==> config.mk <==
export PLATFORM = sky130hd
export DESIGN_NAME = uart_transmit
export DESIGN_NICKNAME = d
export VERILOG_FILES = /design/src/rtl/uart_transmit.sv
export SDC_FILE = /design/constraint.sdc
export NUM_CORES = 1
export LEC_CHECK = 0
export CAP_MARGIN = 20
export CORE_MARGIN = 3
export CORE_UTILIZATION = 35
export DETAILED_ROUTE_END_ITERATION = 6
export PLACE_DENSITY = 0.52
export REMOVE_ABC_BUFFERS = 1
export SYNTH_ARGS = -nofsm -noshare
export SYNTH_HDL_FRONTEND = slang
export SYNTH_SLANG_ARGS = --single-unit
export TNS_END_PERCENT = 100
==> constraint.sdc <==
create_clock -name clk -period 9 [get_ports clk]
set_input_delay 1.8 -clock clk [delete_from_list [all_inputs] [get_ports clk]]
set_output_delay 1.8 -clock clk [all_outputs]
set_load 0.005 [all_outputs]
==> src/rtl/uart_transmit.sv <==
// rtl/uart_transmit.sv - UART transmitter: frames one byte per Load strobe and shifts it out on transfer
//
// Purpose: serial transmitter for the processor-to-serial path. A byte is framed
// as start bit, 7 or 8 data bits LSB first, optional parity, then stop bits,
// padded with 1s to FRAME_BITS bit times. Each bit time lasts k clocks.
//
// Ports:
//   clk       in   1   system clock, rising edge
//   reset     in   1   asynchronous active-low reset
//   Load      in   1   write strobe, byte accepted when Load=1 and txrdy=1
//   out_port  in   8   byte to transmit
//   eight     in   1   1 = 8 data bits, 0 = 7 data bits (out_port[6:0])
//   pen       in   1   parity enable
//   ohel      in   1   parity sense, 1 = odd, 0 = even
//   k         in   KW  clocks per bit time (0 behaves as 1)
//   txrdy     out  1   1 = idle and ready for Load
//   transfer  out  1   serial line, idles high
//
// Configuration macro: UART_TX_LOAD_EDGE_EN
//   defined   - accept only on a 0->1 transition of Load while idle
//   undefined - level-sensitive acceptance (Load held high sends back-to-back frames)

module uart_transmit #(
    parameter int FRAME_BITS = 11,
    parameter int KW         = 20
) (
    input  logic          clk,
    input  logic          reset,
    input  logic          Load,
    input  logic [7:0]    out_port,
    input  logic          eight,
    input  logic          pen,
    input  logic          ohel,
    input  logic [KW-1:0] k,
    output logic          txrdy,
    output logic          transfer
);

    typedef enum logic {IDLE, BUSY} state_t;

    localparam logic [3:0] LAST_BIT = 4'(FRAME_BITS - 1);

    state_t                state;
    logic [FRAME_BITS-1:0] shift_reg;
    logic [KW-1:0]         baud_cnt;
    logic [KW-1:0]         k_lat;
    logic [3:0]            bit_cnt;
    logic                  start_pending;
    logic                  accept;
    logic                  parity;
    logic [FRAME_BITS-1:0] frame;
    logic [KW-1:0]         k_eff;

`ifdef UART_TX_LOAD_EDGE_EN
    logic load_prev;

    always_ff @(posedge clk or negedge reset) begin
        if (!reset) begin
            load_prev <= 1'b0;
        end else begin
            load_prev <= Load;
        end
    end

    // A rising edge seen while BUSY is simply not acted upon, so it is dropped.
    assign accept = Load & ~load_prev;
`else
    assign accept = Load;
`endif

    // Frame image, bit 0 goes out first. Unused slots stay 1 (stop level).
    always_comb begin
        parity = (eight ? ^out_port : ^out_port[6:0]) ^ ohel;
        frame    = '1;
        frame[0] = 1'b0;
        if (eight) begin
            frame[8:1] = out_port;
            if (pen) begin
                frame[9] = parity;
            end
        end else begin
            frame[7:1] = out_port[6:0];
            if (pen) begin
                frame[8] = parity;
            end
        end
        k_eff = (k == '0) ? KW'(1) : k;
    end

    // The baud counter is preloaded to its terminal value on accept so that the
    // start bit is driven on the very next edge; start_pending marks that first
    // shift so bit_cnt always names the bit currently on the line.
    always_ff @(posedge clk or negedge reset) begin
        if (!reset) begin
            state         <= IDLE;
            shift_reg     <= '1;
            baud_cnt      <= '0;
            bit_cnt       <= '0;
            k_lat         <= KW'(1);
            start_pending <= 1'b0;
            txrdy         <= 1'b1;
            transfer      <= 1'b1;
        end else begin
            case (state)
                IDLE: begin
                    transfer <= 1'b1;
                    txrdy    <= 1'b1;
                    if (accept) begin
                        shift_reg     <= frame;
                        k_lat         <= k_eff;
                        baud_cnt      <= k_eff - KW'(1);
                        bit_cnt       <= '0;
                        start_pending <= 1'b1;
                        txrdy         <= 1'b0;
                        state         <= BUSY;
                    end
                end
                BUSY: begin
                    if (baud_cnt == k_lat - KW'(1)) begin
                        baud_cnt <= '0;
                        if (start_pending) begin
                            start_pending <= 1'b0;
                            transfer      <= shift_reg[0];
                            shift_reg     <= {1'b1, shift_reg[FRAME_BITS-1:1]};
                        end else if (bit_cnt == LAST_BIT) begin
                            transfer  <= 1'b1;
                            txrdy     <= 1'b1;
                            shift_reg <= '1;
                            state     <= IDLE;
                        end else begin
                            bit_cnt   <= bit_cnt + 4'd1;
                            transfer  <= shift_reg[0];
                            shift_reg <= {1'b1, shift_reg[FRAME_BITS-1:1]};
                        end
                    end else begin
                        baud_cnt <= baud_cnt + KW'(1);
                    end
                end
                default: state <= IDLE;
            endcase
        end
    end

endmodule

==> run metrics <==
Worst-path clk slew 0.05 ns; multiplexer area fraction after synthesis 0.0146; Die ar. 13,600 sq um; simple-gate area share of the yosys netlist 0.284; worst slack at placement 3.70 ns; total half-perimeter wirelength after legalization and detailed placement 8230 microns; worst-case setup margin in the final layout 4.01 ns; routed wire length per instance 17.3 microns; final critical delay including setup and external delays 4.99 ns; cell taking the most area after synthesis sky130_fd_sc_hd__dfrtp_1; critical path data required time 9.26 ns; largest net degree at the start of global routing 59; average instance area after synthesis 8.25 sq um; post-synthesis share of cell area spent on xor and xnor gates 0.117; antenna violations before repair 0; setup skew after layout 0.00472 ns; Layout Area Growth over Synthesis 15.9%; ant diodes 0; Row Count 39; effective utilization at floorplan 0.367; crit path cell chain clkdlybuf4s50_1 > or4_1 > or4_1 > nor4_1 > nor2_1 > ha_1 > nand2b_1 > or4_1 > xor2_1 > a21o_1 > a21oi_1 > a2bb2oi_1; Buffers on Ports 35; Routed Antenna Nets 0; endpoints failing hold 0; H-tree level count 3; post-route cell area 4960 sq um; RSZ-0062 raised after global routing false; FFs w/ async S/R, synth 1.00; standard cell with the maximum stage delay on the critical path sky130_fd_sc_hd__or4_1; post-CTS repair timing setup buffer count 0; worst-skew pair later-pin latency 0.33 ns; utilization of the core after routing 0.425; drt pass-1 iters 5; vertical die dimension 117 microns; main combinational cell family by area after synthesis simple AND/OR/NAND/NOR gates; global-route usage over all layers 0.188; crit path launch type input pin; sort of element at the end of the critical path register; # nets final 575; complex-gate fraction of the synthesized area 0.186; share of final-layout standard cells stronger than drive strength 1 0.120; status finished clean; vias after detailed routing 3,831; worst hold-check slack 0.485 ns; Synth Register Bits 58; peak per-stage delay on the critical path 0.66 ns; worst-margin pin slew 0.808 ns; final setup vio count 0; CTS Buf Count 9; tightest slew margin relative to the limit 0.461; Seq/Total Area, Yosys 0.343; count of hold buffers inserted by post-cts repair 0; TritonCTS clock tree done; total clock sinks 58; final weighted congestion of routability-driven global placement 0.828; Post-Synthesis Cells 519; I/O pin cnt 36; width of the die 117 microns; top_reg_cell synth sky130_fd_sc_hd__dfrtp_1; instance area after placement 4700 sq um; cell area after synthesis 4280 sq um; top cells by count, synth 92 x sky130_fd_sc_hd__nand2_1, 45 x sky130_fd_sc_hd__dfrtp_1, 37 x sky130_fd_sc_hd__nor2_1, 35 x sky130_fd_sc_hd__xnor2_1, 27 x sky130_fd_sc_hd__clkbuf_1; most frequent cell after synthesis sky130_fd_sc_hd__nand2_1; adder and majority gate portion of the synthesized area 0.0146; number of gates resized after CTS 0; final-layout fill cell count 1,173; CP Data Arrival Time 5.24 ns; maximum net fanout on the critical path 8; via density per instance 5.60; fin. max-slew vios 0; detailed-route DRC error count 0; area of the multi-input gates 2640 sq um; number of violations of the max-capacitance limit 0; FF/Latch Area 1470 sq um; root buffer cell sky130_fd_sc_hd__clkbuf_16; clock buffer depth 2; ratio of total power to cell area 196 nW/um^2; Final Routed Wirelength 11,800 microns; Ys Warns 0; global route overflow 0; Max VDD drop 0.0755 mV; summed negative setup slack over all endpoints 0 ns; global-route wire length before repair 19,900 microns; most prevalent standard cell on the critical path sky130_fd_sc_hd__or4_1; Worst Hold Class register to register; via count of the first global-routing pass 3,764; floorplan core area 11,700 sq um; top area cells in the synthesized netlist sky130_fd_sc_hd__dfrtp_1 26%, sky130_fd_sc_hd__nand2_1 8.1%, sky130_fd_sc_hd__dfstp_2 8.0%; drt first-iter violations 239; Leak Pwr 0.00199 uW; Yosys top cell area share 0.263; final clock period utilization by the worst path 0.554; worst setup path class input pin to register; number of enable-type register cells in the synthesized netlist 0; top achievable clock speed 201 MHz; number of distinct library cells after synthesis 59
worst paths after layout:
kind                          start           end  slack (ns)  cells after the start
max                           k[11]  baud_cnt[10]        4.01                     12
min                           txrdy         txrdy        0.48                      2
max reg2reg                k_lat[1]  shift_reg[8]        5.12                      9
min reg2reg                   txrdy         txrdy        0.48                      2
max in group asynchronous     reset         state        6.79                      2
min in group asynchronous     reset     k_lat[13]        1.60                      2
report_power, final:
| part | switching [uW] | internal (uW) | total, uW |
|---|---|---|---|
| Combinational | 131 | 139 | 270 |
| Clock | 117 | 194 | 311 |
| Sequential | 79.5 | 314 | 393 |
critical path, delay by kind of cell:
| family | cells | cell delay (ns) |
|---|---|---|
| fa+ha+maj | 1 | 0.23 |
| buf+inv | 1 | 0.49 |
| xor+xnor | 1 | 0.12 |
| simple gates | 6 | 2.10 |
| compound gates | 3 | 0.49 |
per-stage QoR:
| step | std cells | power (uW) |
|---|---|---|
| 4_1_cts | 684 | 981 |
| 5_1_grt | 684 | 1040 |
| 3_5_place_dp | 668 | 665 |
| 6_report | 684 | 974 |
| 2_1_floorplan | 486 | 577 |
| 3_3_place_gp | 668 | 661 |
logic make-up (layout without fill, tap and decap cells):
logic type | Yosys count | in the layout
multiplexers | 6 | 6
AND/OR/NAND/NOR | 240 | 240
XOR/XNOR | 57 | 57
AO/OA/AOI/OAI | 110 | 110
buffers and inverters | 43 | 65
flip-flops | 58 | 58
adder cells (fa/ha/maj) | 5 | 5
final cells by class:
cell class	count	area share
Clock buffer	16	0.0527
Multi-Input combinational cell	418	0.532
Inverter	10	0.00756
Tap cell	143	0.0361
Sequential cell	58	0.296
Timing Repair Buffer	39	0.0756
layout by cell type, fill, tap and decap left out, types with 7 or more instances in the layout:
cell,instances
sky130_fd_sc_hd__a21oi_1,18
sky130_fd_sc_hd__a31o_1,7
sky130_fd_sc_hd__a31o_2,10
sky130_fd_sc_hd__and3_1,8
sky130_fd_sc_hd__clkbuf_16,9
sky130_fd_sc_hd__clkdlybuf4s50_1,34
sky130_fd_sc_hd__dfrtp_1,44
sky130_fd_sc_hd__dfstp_2,13
sky130_fd_sc_hd__inv_1,10
sky130_fd_sc_hd__nand2_1,92
sky130_fd_sc_hd__nand2b_1,9
sky130_fd_sc_hd__nand3_1,15
sky130_fd_sc_hd__nor2_1,36
sky130_fd_sc_hd__nor3_1,14
sky130_fd_sc_hd__nor4_1,12
sky130_fd_sc_hd__o21ai_0,26
sky130_fd_sc_hd__o31ai_2,7
sky130_fd_sc_hd__or2_2,8
sky130_fd_sc_hd__or3_1,12
sky130_fd_sc_hd__or4_1,7
sky130_fd_sc_hd__xnor2_1,35
sky130_fd_sc_hd__xor2_1,22
routing by layer:
layer,global-route usage,part of all wire,vias to the layer above,routed length (microns)
met5,0,0,-,0
met2,0.299,0.47,82,5520
li1,-,-,1891,-
met1,0.257,0.48,1840,5660
met3,0.0363,0.036,18,428
met4,0.0650,0.018,0,212
(Power assumes the default switching activity.)
